**src/rtl/kbd_pkg.sv**
```systemverilog
// ---------------------------------------------------------------------------
// kbd_pkg
// Definitions shared by the PS/2 set-2 key decoder:
//   - scancode byte constants (prefixes, mapped keys, keyboard status codes)
//   - kbd_state_t : decoder sequence state
//   - kbd_held_t  : held-key flag bundle
// ---------------------------------------------------------------------------
package kbd_pkg;

  // Sequence prefixes
  localparam logic [7:0] SC_BRK    = 8'hF0;
  localparam logic [7:0] SC_EXT    = 8'hE0;
  localparam logic [7:0] SC_PAUSE  = 8'hE1;

  // Mapped keys (plain codes)
  localparam logic [7:0] SC_SPACE  = 8'h29;
  localparam logic [7:0] SC_A      = 8'h1C;
  localparam logic [7:0] SC_D      = 8'h23;
  localparam logic [7:0] SC_ESC    = 8'h76;

  // Mapped keys (E0-prefixed codes)
  localparam logic [7:0] SC_LEFT   = 8'h6B;
  localparam logic [7:0] SC_RIGHT  = 8'h74;

  // Keyboard status / reply codes; they decode as "no key" and are ignored
  localparam logic [7:0] SC_ACK    = 8'hFA;
  localparam logic [7:0] SC_BAT_OK = 8'hAA;
  localparam logic [7:0] SC_RESEND = 8'hFE;
  localparam logic [7:0] SC_ECHO   = 8'hEE;

  // Pause is E1 followed by seven more bytes that carry no key state
  localparam logic [2:0] PAUSE_SKIP_BYTES = 3'd7;

  typedef enum logic [2:0] {
    ST_IDLE    = 3'd0,
    ST_BRK     = 3'd1,
    ST_EXT     = 3'd2,
    ST_EXT_BRK = 3'd3,
    ST_SKIP    = 3'd4
  } kbd_state_t;

  typedef struct packed {
    logic space;  // Space
    logic la;     // Left arrow
    logic ra;     // Right arrow
    logic a;      // A
    logic d;      // D
  } kbd_held_t;

endpackage

```
**src/rtl/kbd_seq_timer.sv**
```systemverilog
// ---------------------------------------------------------------------------
// kbd_seq_timer
// Saturating inter-byte gap counter. Counts while enabled, is zeroed on
// clear or while disabled, and flags expiry once it reaches
// TIMEOUT_CYCLES-1 (it then holds there until cleared or disabled).
//
// Ports:
//   clk        system clock
//   rst        synchronous active-high reset
//   clear_i    restart the gap measurement (a byte arrived)
//   enable_i   a multi-byte sequence is in progress
//   expired_o  gap limit reached (combinational from the count register)
// ---------------------------------------------------------------------------
module kbd_seq_timer #(
  parameter int TIMEOUT_CYCLES = 200_000
) (
  input  logic clk,
  input  logic rst,
  input  logic clear_i,
  input  logic enable_i,
  output logic expired_o
);

  localparam int W = (TIMEOUT_CYCLES > 2) ? $clog2(TIMEOUT_CYCLES) : 1;
  localparam logic [W-1:0] LAST = W'(TIMEOUT_CYCLES - 1);

  logic [W-1:0] cnt_q, cnt_d;

  always_comb begin
    // NOTE: next-state defaults first so every path assigns cnt_d; a missing
    // branch in always_comb would otherwise infer a latch.
    cnt_d = cnt_q;
    if (clear_i || !enable_i) begin
      cnt_d = '0;
    end else if (cnt_q != LAST) begin
      cnt_d = cnt_q + 1'b1;
    end
  end

  // NOTE: state registers use non-blocking assignments so every flop samples
  // its pre-edge inputs regardless of process evaluation order.
  always_ff @(posedge clk) begin
    if (rst) begin
      cnt_q <= '0;
    end else begin
      cnt_q <= cnt_d;
    end
  end

  assign expired_o = enable_i && (cnt_q == LAST);

endmodule

```
**src/rtl/kbd_key_decoder.sv**
```systemverilog
// ---------------------------------------------------------------------------
// kbd_key_decoder
// Turns the PS/2 set-2 scancode byte stream into held-key levels for the
// character controller (Space, Left = arrow or A, Right = arrow or D) and a
// one-cycle Esc pulse. Handles F0 break and E0 extended prefixes, skips the
// 8-byte Pause sequence, abandons a sequence whose inter-byte gap exceeds
// TIMEOUT_CYCLES, and drops every held key on a receiver error.
//
// Ports:
//   clk            system clock
//   rst            synchronous active-high reset
//   rx_data[7:0]   received byte, qualified by rx_valid
//   rx_valid       one-cycle byte strobe
//   rx_error       one-cycle parity/framing error strobe (beats rx_valid)
//   key_space      Space held
//   key_left       Left arrow or A held (see LR_CANCEL)
//   key_right      Right arrow or D held (see LR_CANCEL)
//   key_esc_pulse  one-cycle pulse per Esc make
// All outputs are registered: a change appears one cycle after the strobe
// carrying the last byte of its sequence.
// ---------------------------------------------------------------------------
module kbd_key_decoder
  import kbd_pkg::*;
#(
  parameter int CLK_FREQ       = 100_000_000,
  parameter int TIMEOUT_CYCLES = 200_000,
  parameter bit LR_CANCEL      = 1'b1
) (
  input  logic       clk,
  input  logic       rst,
  input  logic [7:0] rx_data,
  input  logic       rx_valid,
  input  logic       rx_error,
  output logic       key_space,
  output logic       key_left,
  output logic       key_right,
  output logic       key_esc_pulse
);

  // CLK_FREQ only documents the time base of TIMEOUT_CYCLES; a nonsensical
  // setting falls back to the shortest usable timeout.
  localparam int TIMEOUT_EFF =
    (CLK_FREQ > 0 && TIMEOUT_CYCLES > 1) ? TIMEOUT_CYCLES : 2;

  kbd_state_t state_q, state_d;
  logic [2:0] skip_q, skip_d;
  kbd_held_t  held_q, held_d;
  logic       space_q, left_q, right_q, esc_q;
  logic       space_d, left_d, right_d, esc_d;
  logic       timeout;
  logic       l_any, r_any, lr_cancel;

  kbd_seq_timer #(
    .TIMEOUT_CYCLES (TIMEOUT_EFF)
  ) u_timer (
    .clk       (clk),
    .rst       (rst),
    .clear_i   (rx_valid | rx_error),
    .enable_i  (state_q != ST_IDLE),
    .expired_o (timeout)
  );

  // Sequence decode. Priority: receiver error, then a byte, then timeout,
  // so a byte arriving on the expiry cycle still completes its sequence.
  always_comb begin
    state_d = state_q;
    skip_d  = skip_q;
    held_d  = held_q;
    esc_d   = 1'b0;

    if (rx_error) begin
      // Lost byte may have been a break: drop everything rather than risk
      // a stuck key.
      state_d = ST_IDLE;
      skip_d  = '0;
      held_d  = '0;
    end else if (rx_valid) begin
      unique case (state_q)
        ST_IDLE: begin
          unique case (rx_data)
            SC_BRK:   state_d = ST_BRK;
            SC_EXT:   state_d = ST_EXT;
            SC_PAUSE: begin
              state_d = ST_SKIP;
              skip_d  = PAUSE_SKIP_BYTES;
            end
            SC_SPACE: held_d.space = 1'b1;
            SC_A:     held_d.a     = 1'b1;
            SC_D:     held_d.d     = 1'b1;
            SC_ESC:   esc_d        = 1'b1;
            default:  ;  // ACK/BAT/resend/echo and unmapped keys
          endcase
        end

        ST_BRK: begin
          state_d = ST_IDLE;
          unique case (rx_data)
            SC_SPACE: held_d.space = 1'b0;
            SC_A:     held_d.a     = 1'b0;
            SC_D:     held_d.d     = 1'b0;
            default:  ;
          endcase
        end

        ST_EXT: begin
          state_d = ST_IDLE;
          unique case (rx_data)
            SC_BRK:   state_d   = ST_EXT_BRK;
            SC_LEFT:  held_d.la = 1'b1;
            SC_RIGHT: held_d.ra = 1'b1;
            default:  ;  // print-screen fillers 12/7C and unmapped keys
          endcase
        end

        ST_EXT_BRK: begin
          state_d = ST_IDLE;
          unique case (rx_data)
            SC_LEFT:  held_d.la = 1'b0;
            SC_RIGHT: held_d.ra = 1'b0;
            default:  ;
          endcase
        end

        ST_SKIP: begin
          skip_d = skip_q - 3'd1;
          if (skip_q == 3'd1) begin
            state_d = ST_IDLE;
          end
        end

        default: begin
          state_d = ST_IDLE;
          skip_d  = '0;
        end
      endcase
    end else if (timeout) begin
      state_d = ST_IDLE;
      skip_d  = '0;
    end
  end

  // Output equations evaluated on the next flag values so the registered
  // outputs track the flags with no extra cycle.
  always_comb begin
    l_any     = held_d.la | held_d.a;
    r_any     = held_d.ra | held_d.d;
    lr_cancel = LR_CANCEL && l_any && r_any;
    space_d   = held_d.space;
    left_d    = l_any && !lr_cancel;
    right_d   = r_any && !lr_cancel;
  end

  always_ff @(posedge clk) begin
    if (rst) begin
      state_q <= ST_IDLE;
      skip_q  <= '0;
      held_q  <= '0;
      space_q <= 1'b0;
      left_q  <= 1'b0;
      right_q <= 1'b0;
      esc_q   <= 1'b0;
    end else begin
      state_q <= state_d;
      skip_q  <= skip_d;
      held_q  <= held_d;
      space_q <= space_d;
      left_q  <= left_d;
      right_q <= right_d;
      esc_q   <= esc_d;
    end
  end

  assign key_space     = space_q;
  assign key_left      = left_q;
  assign key_right     = right_q;
  assign key_esc_pulse = esc_q;

endmodule

```
**config.mk**
```make
export PLATFORM = sky130hd
export DESIGN_NAME = kbd_key_decoder
export DESIGN_NICKNAME = d
export VERILOG_FILES = /design/src/rtl/kbd_pkg.sv /design/src/rtl/kbd_seq_timer.sv /design/src/rtl/kbd_key_decoder.sv
export SDC_FILE = /design/constraint.sdc
export NUM_CORES = 1
export LEC_CHECK = 0
export CAP_MARGIN = 20
export CORE_MARGIN = 3
export CORE_UTILIZATION = 54
export CTS_CLUSTER_SIZE = 20
export DETAILED_ROUTE_END_ITERATION = 8
export DONT_BUFFER_PORTS = 1
export PLACE_DENSITY = 0.69
export SYNTH_ARGS = -nofsm -noshare
export SYNTH_HDL_FRONTEND = slang
export SYNTH_SLANG_ARGS = --single-unit
```
**constraint.sdc**
```tcl
create_clock -name clk -period 2.2 [get_ports clk]
set_input_delay 0.44 -clock clk [delete_from_list [all_inputs] [get_ports clk]]
set_output_delay 0.44 -clock clk [all_outputs]
set_load 0.01 [all_outputs]
```
======== Yosys cells after proc, flatten, opt, wreduce, memory -nomap -nowiden ========
Index checks and enable logic that the tools add are counted.
cells by class
  equal/unequal tests ..................... 22
  reductions and logical operators ........ 18
  bitwise gates (word level) .............. 5
  add/sub/neg operators ................... 2
  multiplexer cells ....................... 25
operators with widths
  operator               count
  $pmux 3 s3             3
  $eq 8x7->1 const B     3
  $eq 8x8->1 const B     3
  $add 18x1->18 const B  1
  $eq 18x18->1 const B   1
  $ne 18x18->1 const B   1
  $eq 8x6->1 const B     2
  $mux 3                 5
  $mux 1                 11
  $eq 8x5->1 const B     1
  $pmux 2 s2             2
  $eq 3x1->1 const B     2
  $eq 3x2->1 const B     2
  $reduce_and 3->1       2
  $mux 5                 1
  $ne 5x3->1 const B     1
  $logic_and 1x1->1      4
  $mux 4                 1
  $ne 2x2->1 const B     2
  $reduce_and 4->1       1
  $reduce_bool 2->1      2
  $reduce_or 2->1        2
  $reduce_or 4->1        1
  $eq 3x3->1 const B     1
  other kinds (13)       17
storage, ports and cells
  register bits after elaboration ......... 32

======== Logic depth before layout (Yosys ltp) ========
  depth in word-level cells ............... 9
  mapped depth ............................ 6
  mapped depth without buffers ............ 6

======== Cells and area by module ========
A second synthesis with hierarchy kept.
unflattened totals
  cells, all modules ...................... 194
  area total of the unflattened synthesis .. 1,700.4 sq um
modules (own cells, without submodules)
  module           cells an instance  times used  area an instance (sq um)
  kbd_seq_timer    104                1           867.1
  kbd_key_decoder  90                 1           833.3

======== Worst setup path before layout ========
Ideal clock, no wire load.
  path type ............................... flip-flop to flip-flop
  start point ............................. register state_q[1]
  end point ............................... register right_q, in the netlist key_right
  required time ........................... 2,130 ps
  library setup time ...................... 70 ps
  period minus slack after synthesis ...... 1,766 ps
  path slack .............................. 434 ps
  arrival ................................. 1,696 ps
  stages on the path, launching flop included .. 7
  cells stage by stage .................... dfxtp_1 > buf_6 > or4_4 > nor4_4 > mux2i_1 > nand3_1 > a21oi_1
on the way
  longest elaborated chain between the ends .. 8
  elaborated cells on any way between the ends .. 13
  those cells by class .................... eq/ne (3); mux (4); bitwise (2); reduce/logical (4)
RTL lines
  what                                line                                            source
  start, declared                     kbd_key_decoder.sv:45                           kbd_state_t state_q, state_d;
  start signal, assigned              kbd_key_decoder.sv:163                          state_q <= state_d;
  $eq 3x2->1 (tied with other cells)  kbd_key_decoder.sv:78                           unique case (state_q)
  $pmux 2 s2                          kbd_key_decoder.sv:78
  $mux 5 *                            kbd_key_decoder.sv:77                           end else if (rx_valid) begin
  $mux 4 *                            kbd_key_decoder.sv:71                           if (rx_error) begin
  $or 1x1->1 (on tied branches)       kbd_key_decoder.sv:145, kbd_key_decoder.sv:146
  $logic_and 1x1->1                   kbd_key_decoder.sv:147                          lr_cancel = LR_CANCEL && l_any && r_any;
  $logic_not 1->1                     kbd_key_decoder.sv:150                          right_d = r_any && !lr_cancel;
  $logic_and 1x1->1 *                 kbd_key_decoder.sv:150
  end signal, assigned                kbd_key_decoder.sv:168                          right_q <= right_d;
  end, declared                       kbd_key_decoder.sv:48                           logic space_q, left_q, right_q, esc_q;
Every way passes the cells marked *; elsewhere a longest branch is shown, timed or not. The select of a mux whose other input is x is not followed.
A chain may end at the register's enable or synchronous reset.

======== Final worst setup path ========
  start point ............................. register state_q[2]
  end point ............................... register right_q, in the netlist key_right
The elaborated chain is that of the path after synthesis.

==> flow_results.xml <==
<?xml version="1.0" encoding="UTF-8"?>
<metrics>
  <group name="synthesis">
    <metric name="synth.ff_latch_count" unit="">32</metric>
    <metric name="synth_top_cells_by_count" unit="">32 x dfxtp_1, 26 x nor2_1, 16 x nand2_1, 14 x xor2_1, 10 x nor3_1</metric>
    <metric name="async_set_or_reset_flop_fraction_in_the_synthesized_netlist" unit="%">0</metric>
    <metric name="yosys_most_used_dff" unit="">dfxtp_1</metric>
    <metric name="synthDominantCellAreaShare" unit="%">37.87</metric>
    <metric name="yosys.cell_types.count" unit="">46</metric>
    <metric name="synth_top_cells_by_area" unit="">dfxtp_1 38%, xor2_1 7.2%, nor2_1 5.8%, mux2i_1 3.6%, nand2_1 3.6%</metric>
    <metric name="synth.cell_area" unit="µm²">1692</metric>
    <metric name="avgSynthCellArea" unit="µm²">8.720</metric>
    <metric name="synth_edf_count" unit="">0</metric>
    <metric name="proportion_of_synthesized_chip_area_in_sequential_cells" unit="%">37.87</metric>
    <metric name="post-synth-top-count-cell" unit="">dfxtp_1</metric>
    <metric name="post-synth-top-area-cell" unit="">dfxtp_1</metric>
    <metric name="yosys_warnings" unit="">0</metric>
    <metric name="synthesis.instances" unit="">194</metric>
    <metric name="syn_nets" unit="">209</metric>
  </group>
  <group name="placement">
    <metric name="place.detailed.hpwl" unit="µm">2473</metric>
    <metric name="placer_congestion_estimate" unit="">0.8524</metric>
    <metric name="detailed_place.area" unit="µm²">1725</metric>
    <metric name="portBuffers" unit="">0</metric>
  </group>
  <group name="power">
    <metric name="p_sw" unit="µW">224.9</metric>
    <metric name="power_frac_seq" unit="%">51.8</metric>
    <metric name="pwr_density_cell" unit="nW/µm²">615.8</metric>
    <metric name="combinational_share_of_power" unit="%">3.5</metric>
    <metric name="max-vdd-ir-drop" unit="mV">0.7344</metric>
    <metric name="switching_fraction" unit="%">20.06</metric>
    <metric name="power" unit="µW">1121</metric>
    <metric name="leakage_power" unit="µW">0.0006145</metric>
    <metric name="power_report.internal_total" unit="µW">896.2</metric>
    <metric name="clock_power_share" unit="%">44.7</metric>
  </group>
  <group name="clocking">
    <metric name="clockBufferDepth" unit="">2</metric>
    <metric name="cts_repair_resize_count" unit="">0</metric>
    <metric name="clock-root-buffer" unit="">clkbuf_4</metric>
    <metric name="insertion_delay" unit="ns">0.33</metric>
    <metric name="post_cts_hold_buffer_count" unit="">0</metric>
    <metric name="path_clk_slew" unit="ns">0.10</metric>
    <metric name="tritoncts" unit="">done</metric>
    <metric name="numClockSinks" unit="">32</metric>
    <metric name="cts_htree_levels" unit="">2</metric>
    <metric name="tritoncts.num_buffers" unit="">5</metric>
    <metric name="post-cts-setup-buffer-count" unit="">0</metric>
  </group>
  <group name="timing">
    <metric name="worst_pin_slew" unit="ns">0.6064</metric>
    <metric name="worst_clock_skew_on_the_final_layout" unit="ns">0.005006</metric>
    <metric name="worst_hold_slack" unit="ns">0.2687</metric>
    <metric name="rsz0062_at_grt" unit="">no</metric>
    <metric name="post-route-min-period" unit="ns">1.932</metric>
    <metric name="period_share" unit="%">87.82</metric>
    <metric name="hold_violations" unit="">0</metric>
    <metric name="achievable-frequency" unit="GHz">0.5176</metric>
    <metric name="worst_slew_margin_rel" unit="%">59.20</metric>
    <metric name="finalSetupViolations" unit="">0</metric>
    <metric name="setup_tns" unit="ns">0</metric>
    <metric name="drv_slew" unit="">0</metric>
  </group>
  <group name="routing">
    <metric name="wl_met1" unit="µm">1676</metric>
    <metric name="top_layer_used" unit="">met4</metric>
    <metric name="route.antenna.remaining_nets" unit="">0</metric>
    <metric name="wirelength" unit="µm">3437</metric>
    <metric name="viasPerCell" unit="">5.925</metric>
    <metric name="drcViolationCount" unit="">0</metric>
    <metric name="drt-initial-drc-count" unit="">91</metric>
    <metric name="drt_pass1_iterations" unit="">4</metric>
    <metric name="met3_length" unit="µm">160</metric>
    <metric name="detailroute.via_count" unit="">1422</metric>
    <metric name="wl_met2" unit="µm">1542</metric>
    <metric name="detail_route.wl_per_cell" unit="µm">14.32</metric>
  </group>
  <group name="grt">
    <metric name="grt_use_total" unit="%">20.10</metric>
    <metric name="grt_first_pass_wirelength" unit="µm">5637</metric>
    <metric name="antenna_found_initial" unit="">0</metric>
    <metric name="maximum_number_of_pins_on_one_net_before_global_route_repair" unit="">19</metric>
    <metric name="number_of_global_route_vias_before_repair" unit="">1273</metric>
    <metric name="grt_remaining_overflow" unit="">0</metric>
  </group>
  <group name="final_layout">
    <metric name="final_design_area_no_fill" unit="µm²">1821</metric>
    <metric name="layout-drive-gt1-share" unit="%">11.62</metric>
    <metric name="insertedDiodeCount" unit="">0</metric>
    <metric name="post-route-util" unit="%">63.29</metric>
    <metric name="nets" unit="">212</metric>
    <metric name="fill_cells" unit="">252</metric>
    <metric name="area_growth_from_synthesis_to_layout" unit="%">7.619</metric>
  </group>
  <group name="worst_setup_path">
    <metric name="startpoint_types" unit="">flop</metric>
    <metric name="worst_ep_arrival_time" unit="ns">2.20</metric>
    <metric name="ff2ff_path_depth" unit="">5</metric>
    <metric name="type_of_the_setup_path_with_the_least_slack" unit="">flop to flop</metric>
    <metric name="r2r_end" unit="">key_right</metric>
    <metric name="required" unit="ns">2.47</metric>
    <metric name="critical_path_peak_fanout" unit="">8</metric>
    <metric name="worst_setup_path_startpoint" unit="">state_q[2]</metric>
    <metric name="r2r_setup_slack" unit="ns">0.27</metric>
    <metric name="reg2reg_from" unit="">state_q[2]</metric>
    <metric name="crit_path_end_kind" unit="">flop</metric>
  </group>
  <group name="die">
    <metric name="number_of_placed_i_o_pins" unit="">16</metric>
    <metric name="dieArea" unit="µm²">3840</metric>
    <metric name="core.rowCount" unit="">19</metric>
    <metric name="die_height" unit="µm">61.97</metric>
    <metric name="core-area" unit="µm²">2877</metric>
    <metric name="die_width" unit="µm">61.97</metric>
    <metric name="initial_utilization" unit="%">58.81</metric>
  </group>
  <group name="hold_path">
    <metric name="min-delay-start" unit="">rx_data[6]</metric>
    <metric name="hold-path-cell-count" unit="">2</metric>
    <metric name="min_delay_worst_endpoint" unit="">key_esc_pulse</metric>
    <metric name="min-delay-path-class" unit="">input pin to flop</metric>
  </group>
  <group name="run">
    <metric name="maxCapViolations" unit="">0</metric>
  </group>
  <group name="status">
    <metric name="run_status" unit="">completed</metric>
  </group>
</metrics>
[area by class of cell]
cell class	instances	area, µm²	area share, %
well taps	42	52.55	2.887
multi-input cells	149	991.0	54.43
clock inverters	1	30.03	1.649
clock buffers	7	65.06	3.574
flip-flops and latches	32	640.6	35.19
inverters	7	26.28	1.443
repair buffers	2	15.01	0.8247
[stage by stage]
step           worst slack (ns)  cells
3_3_place_gp             0.3740    232
2_1_floorplan            0.4344    194
6_report                 0.2679    240
4_1_cts                  0.2733    240
5_1_grt                  0.1199    240
3_5_place_dp             0.2904    232
[state kept, by name, summed over array words and instances (netlist names)]
name and count:
skip_q 3, key_space 1, u_timer.cnt_q 18, key_left 1
state_q 3, held_q 4, key_right 1, key_esc_pulse 1
[worst max-delay path by stage]
stage	endpoint	slack, ns	cells past startpoint
after floorplan	key_right	0.43	6
after global placement	key_right	0.37	5
after detailed placement	key_right	0.29	5
after CTS	key_right	0.27	5
after global routing	key_right	0.12	5
final	key_right	0.27	5
[routing by layer]
metal | vias to the layer above | track usage, %
met4 | 0 | 9.697
met1 | 671 | 27.32
met2 | 33 | 28.99
li1 | 709 | -
met5 | - | 0
met3 | 9 | 5.785
[critical path, cell delays in order, from the launching register on]
cell and delay [ns]:
dfxtp_1 0.40, or4_4 0.61, nor4_4 0.24, mux2i_1 0.34, nand3_1 0.12, a21oi_1 0.16
[cell usage in the layout, fill, tap and decap left out, types with 2 or more instances in the layout]
cell type	n
dfxtp_1	32
nor2_1	26
nand2_1	16
xor2_1	14
nor3_1	10
nand4_1	8
inv_1	7
a21oi_1	7
mux2i_1	6
nand3_1	5
clkbuf_4	5
o21ai_0	4
a21o_1	4
nand4b_1	3
and3_1	3
a31oi_1	3
xnor2_1	3
o2111ai_1	3
ha_1	3
nand3b_1	2
or3_1	2
and4_1	2
nor4_2	2
nor3b_2	2
nand2b_1	2
clkbuf_8	2
buf_4	2
[logic make-up (layout without fill, tap and decap cells)]
group	Yosys count	after routing	synth area share [%]
and+or+nand+nor	94	94	32.40
DFF	32	32	37.87
AOI/OAI and AO/OA	29	29	11.61
xor gates and xnor gates	17	17	8.802
buffers and inverters	13	17	3.550
muxes	6	6	3.550
adders and majority gates	3	3	2.219
[power by group through the flow]
| stage | registers, µW | clock network, µW | logic (µW) |
|---|---|---|---|
| 2_1_floorplan | 594 | 0 | 34.8 |
| 3_3_place_gp | 594 | 0 | 37.9 |
| 3_5_place_dp | 594 | 0 | 38.5 |
| 4_1_cts | 581 | 516 | 38.9 |
| 5_1_grt | 581 | 533 | 43.2 |
| 6_report | 581 | 501 | 39.5 |
No activity file was read; power rests on OpenSTA's default activity.
==> edit 1, RTL diff (config.mk and constraints unchanged) <==
The 5 states of `kbd_state_t` get a Gray code encoding in 3 bits.
--- a/src/rtl/kbd_pkg.sv
+++ b/src/rtl/kbd_pkg.sv
@@ -33,9 +33,9 @@
 
   typedef enum logic [2:0] {
-    ST_IDLE    = 3'd0,
-    ST_BRK     = 3'd1,
-    ST_EXT     = 3'd2,
-    ST_EXT_BRK = 3'd3,
-    ST_SKIP    = 3'd4
+    ST_IDLE    = 3'b000,
+    ST_BRK     = 3'b001,
+    ST_EXT     = 3'b011,
+    ST_EXT_BRK = 3'b010,
+    ST_SKIP    = 3'b110
   } kbd_state_t;
 
Check against the original RTL: no difference found for any inputs over 10 cycles, from zero or initial values and one cycle with rst high; not proved beyond that.
==> edit 1 against the unedited design <==
- routed wire length unchanged
- count of clock-buffer cells in the layout decreased by 1
- design area decreased by 1.4%
- sequential cell count unchanged
- first-iteration DRC count decreased by 2.2%
- clock skew increased by 3.3 ps
- sequential power about the same
- synthesized cell count increased by 2.6%
- synthesized area increased by 2.1%
- combinational power decreased by 8.9%
- power decreased by 18%
- core utilization decreased by 1.4 points
- setup slack improved by 6.1 ps
- critical endpoint unchanged
- largest power group unchanged
==> edit 1: results <==
group,metric,value,unit
status,status,"finished clean",
layout,multi_input_comb_cells,152,
timing,skew,8.27,ps
logic_synthesis,ys_types,47,
min_path,min_delay_path_depth,1,
global_route,use_met1,24.3,%
timing,tightest_slew,493,ps
route,routed-via-count,1433,
setup_path,cp-end-kind,"register",
setup_path,slowest_delay,580,ps
global_route,grt_pass1_wl,6220,µm
global_route,grt.met2_usage,30.5,%
global_route,grt_max_degree,12,
layout,seq-cell-share,35.7,%
logic_synthesis,ys_seq_area_share,37.1,%
power,internal-power,714,µW
layout,buffers_excl_clock,2,
clocking,cts_made_buffers,5,
layout,clkCellAreaFrac,2.58,%
power,power.leakage,0.000568,µW
min_path,min_from,"rx_data[1]",
clocking,post_cts_buffers,0,
layout,multiInputGateArea,1020,µm²
placed_design,hpwl,2590,µm
setup_path,slowest_stage,"or4b_4",
setup_path,crit_arrival,2140,ps
route,wl_met1,1640,µm
logic_synthesis,synth_area_leaders,"dfxtp_1 (37%), nor2_1 (5.4%), xor2_1 (5.1%)",
power,ir_worst_vdd,0.297,mV
logic_synthesis,synth.area.mux_share,3.48,%
route,drt_iter0_drc,89,
layout,buf_share,0.837,%
layout,drive_above_1_share,8.04,%
setup_path,cp_max_fo,10,
layout,clkbuf_count,6,
setup_path,worstSetupStartpoint,"state_q[1]",
logic_synthesis,synthAdderAreaFrac,2.17,%
clocking,clkLatencyLatePin,320,ps
logic_synthesis,synth_xor_area_share,6.59,%
logic_synthesis,yosysWarningCount,0,
global_route,grt.met3_usage,7.91,%
logic_synthesis,synth_nets,214,
route,met3_wirelength,146,µm
logic_synthesis,synth-compound-area-share,11.8,%
layout,inverters_excl_clock,6,
route,drt_wl_total,3440,µm
logic_synthesis,synth_commonest_cells,"dfxtp_1 (32), nor2_1 (25), nand2_1 (12)",
setup_path,reg2reg_to,"key_right",
global_route,grt_usage,19.6,%
layout,fillers,270,
route,wl_met2,1630,µm
placed_design,gp_congestion,0.875,
==> edit 1: cells by family after synthesis <==
kind of cell | after synthesis
and+or+nand+nor | 99
adders and majority gates | 3
muxes | 6
buffers and inverters | 15
xor gates and xnor gates | 13
AOI/OAI and AO/OA | 31
DFF | 32
==> edit 1: metrics by stage <==
step	total power [µW]	cells	setup slack (ps)	cell area (µm²)	hold WS (ps)
final	916	241	274	1790	280
after global routing	983	241	112	1790	234
after CTS	935	241	257	1790	258
after detailed placement	631	234	303	1750	480
after global placement	630	234	333	1750	476
after floorplan	627	199	245	1730	456
==> edit 1: power by group through the flow <==
stage / clock [µW] / combinational [µW] / sequential (µW)
6_report: 299 / 36.0 / 582
3_5_place_dp: 0 / 36.0 / 595
3_3_place_gp: 0 / 35.1 / 595
4_1_cts: 317 / 36.2 / 582
2_1_floorplan: 0 / 33.1 / 594
5_1_grt: 361 / 40.1 / 582
==> edit 2, RTL diff (config.mk and constraints unchanged) <==
Made on the original files. `TIMEOUT_CYCLES` is set to 200_000 in 2 places; all go to 800_000.
--- a/src/rtl/kbd_seq_timer.sv
+++ b/src/rtl/kbd_seq_timer.sv
@@ -13,5 +13,5 @@
 // ---------------------------------------------------------------------------
 module kbd_seq_timer #(
-  parameter int TIMEOUT_CYCLES = 200_000
+  parameter int TIMEOUT_CYCLES = 800_000
 ) (
   input  logic clk,
--- a/src/rtl/kbd_key_decoder.sv
+++ b/src/rtl/kbd_key_decoder.sv
@@ -24,5 +24,5 @@
 #(
   parameter int CLK_FREQ       = 100_000_000,
-  parameter int TIMEOUT_CYCLES = 200_000,
+  parameter int TIMEOUT_CYCLES = 800_000,
   parameter bit LR_CANCEL      = 1'b1
 ) (
Behaviour: no difference found for any inputs over 10 cycles, from zero or initial values and one cycle with rst high; that may be too few to reach the edited logic, so the function may still have changed.
==> edit 2 against the unedited design <==
- global-route usage decreased by 0.21 points
- synthesized area increased by 8.5%
- sequential cell count increased by 2
- sequential share of layout area about the same
- setup slack got worse by 79 ps
- core utilization decreased by 1.9 points
- first-iteration DRC count increased by 21%
- power decreased by 9.9%
- design area increased by 6.3%
- routed wire length increased by 8.1%
- sequential power increased by 5.9%
- critical path type unchanged
==> edit 2: results <==
group,metric,value,unit
placed_design,dp_slack,222,ps
logic_synthesis,ys.flop_type,"dfxtp_1",
logic_synthesis,synth_commonest_cells,"dfxtp_1 (34), nor2_1 (30), nand2_1 (13)",
layout,reg.largest.list,"u_timer.cnt_q x20, held_q x4",
setup_path,slowest_stage,"dfxtp_1",
route,met3_wirelength,145,µm
route,top_layer_used,"met4",
global_route,grt.met3_usage,4.75,%
status,status,"finished clean",
setup_path,slowest_delay,410,ps
logic_synthesis,synth_area_leaders,"dfxtp_1 (37%), nor2_1 (6.1%), xnor2_1 (4.8%)",
power,ir_worst_vdd,0.327,mV
layout,drive_above_1_share,9.05,%
route,routed-via-count,1553,
logic_synthesis,synth.area.mux_share,2.73,%
layout,seq_cell_count,34,
logic_synthesis,synth_nets,233,
clocking,cts-root-buf,"clkbuf_4",
layout,fillers,294,
route,wl_met2,1670,µm
logic_synthesis,synthAdderAreaFrac,2.04,%
route,drt_iter0_drc,110,
clocking,htreeDepth,2,
setup_path,cp_max_fo,8,
setup_path,crit_arrival,2260,ps
logic_synthesis,synth-compound-area-share,11.7,%
placed_design,gp_congestion,0.908,
setup_path,crit_family,"simple AND/OR/NAND/NOR gates",
global_route,grt.met2_usage,29.1,%
logic_synthesis,ys_seq_area_share,37.1,%
logic_synthesis,syn_inst,218,
clocking,clkLatencyLatePin,350,ps
layout,inverters_excl_clock,11,
placed_design,hpwl,2780,µm
layout,buffers_excl_clock,2,
route,wl_per_cell,14.0,µm
global_route,use_met1,27.0,%
placed_design,io_buffers,0,
layout,seq-cell-share,35.2,%
route,drt_wl_total,3720,µm
timing,tightest_slew,516,ps
route,first_pass_iters,4,
global_route,grt_pass1_vias,1444,
placed_design,dp_cells,257,
layout,multi_input_comb_cells,166,
min_path,min_path_type,"primary input to register",
power,power.leakage,0.000657,µW
global_route,grt_pass1_wl,6550,µm
timing,skew,15.3,ps
layout,final_nets,235,
layout,multi_input_area_share,56.0,%
logic_synthesis,synth_xor_area_share,8.11,%
layout,clkCellAreaFrac,3.10,%
layout,buf_share,0.776,%
global_route,grt_usage,19.9,%
global_route,grt_max_degree,12,
route,wl_met1,1840,µm
logic_synthesis,ys_types,48,
clocking,post_cts_buffers,0,
clocking,cts_made_buffers,5,
edit 2: through the flow:
stage               utilization [%]  cell area (µm²)  total power [µW]
finish                         61.3             1930              1010
global route                   61.3             1930              1050
CTS                            61.3             1930              1020
detailed placement             59.4             1870               657
global placement               59.4             1870               657
floorplan                         -             1840               657
edit 2: path summary, 6_finish.rpt:
kind	from	to	slack, ps	cells after the start
worst min register to register	skip_q[1]	skip_q[1]	480	2
worst max-delay path	u_timer.cnt_q[0]	skip_q[2]	190	6
worst min-delay path	rst	held_q[2]	160	1
worst max register to register	u_timer.cnt_q[0]	skip_q[2]	190	6
edit 2: power breakdown:
| group | switching, µW | internal [µW] | leakage (µW) | total (µW) |
|---|---|---|---|---|
| clock network | 212 | 155 | 0.0000353 | 367 |
| registers | 0.207 | 615 | 0.000274 | 615 |
| logic | 14.3 | 13.4 | 0.000348 | 27.7 |
| total | 226 | 783 | 0.000657 | 1010 |
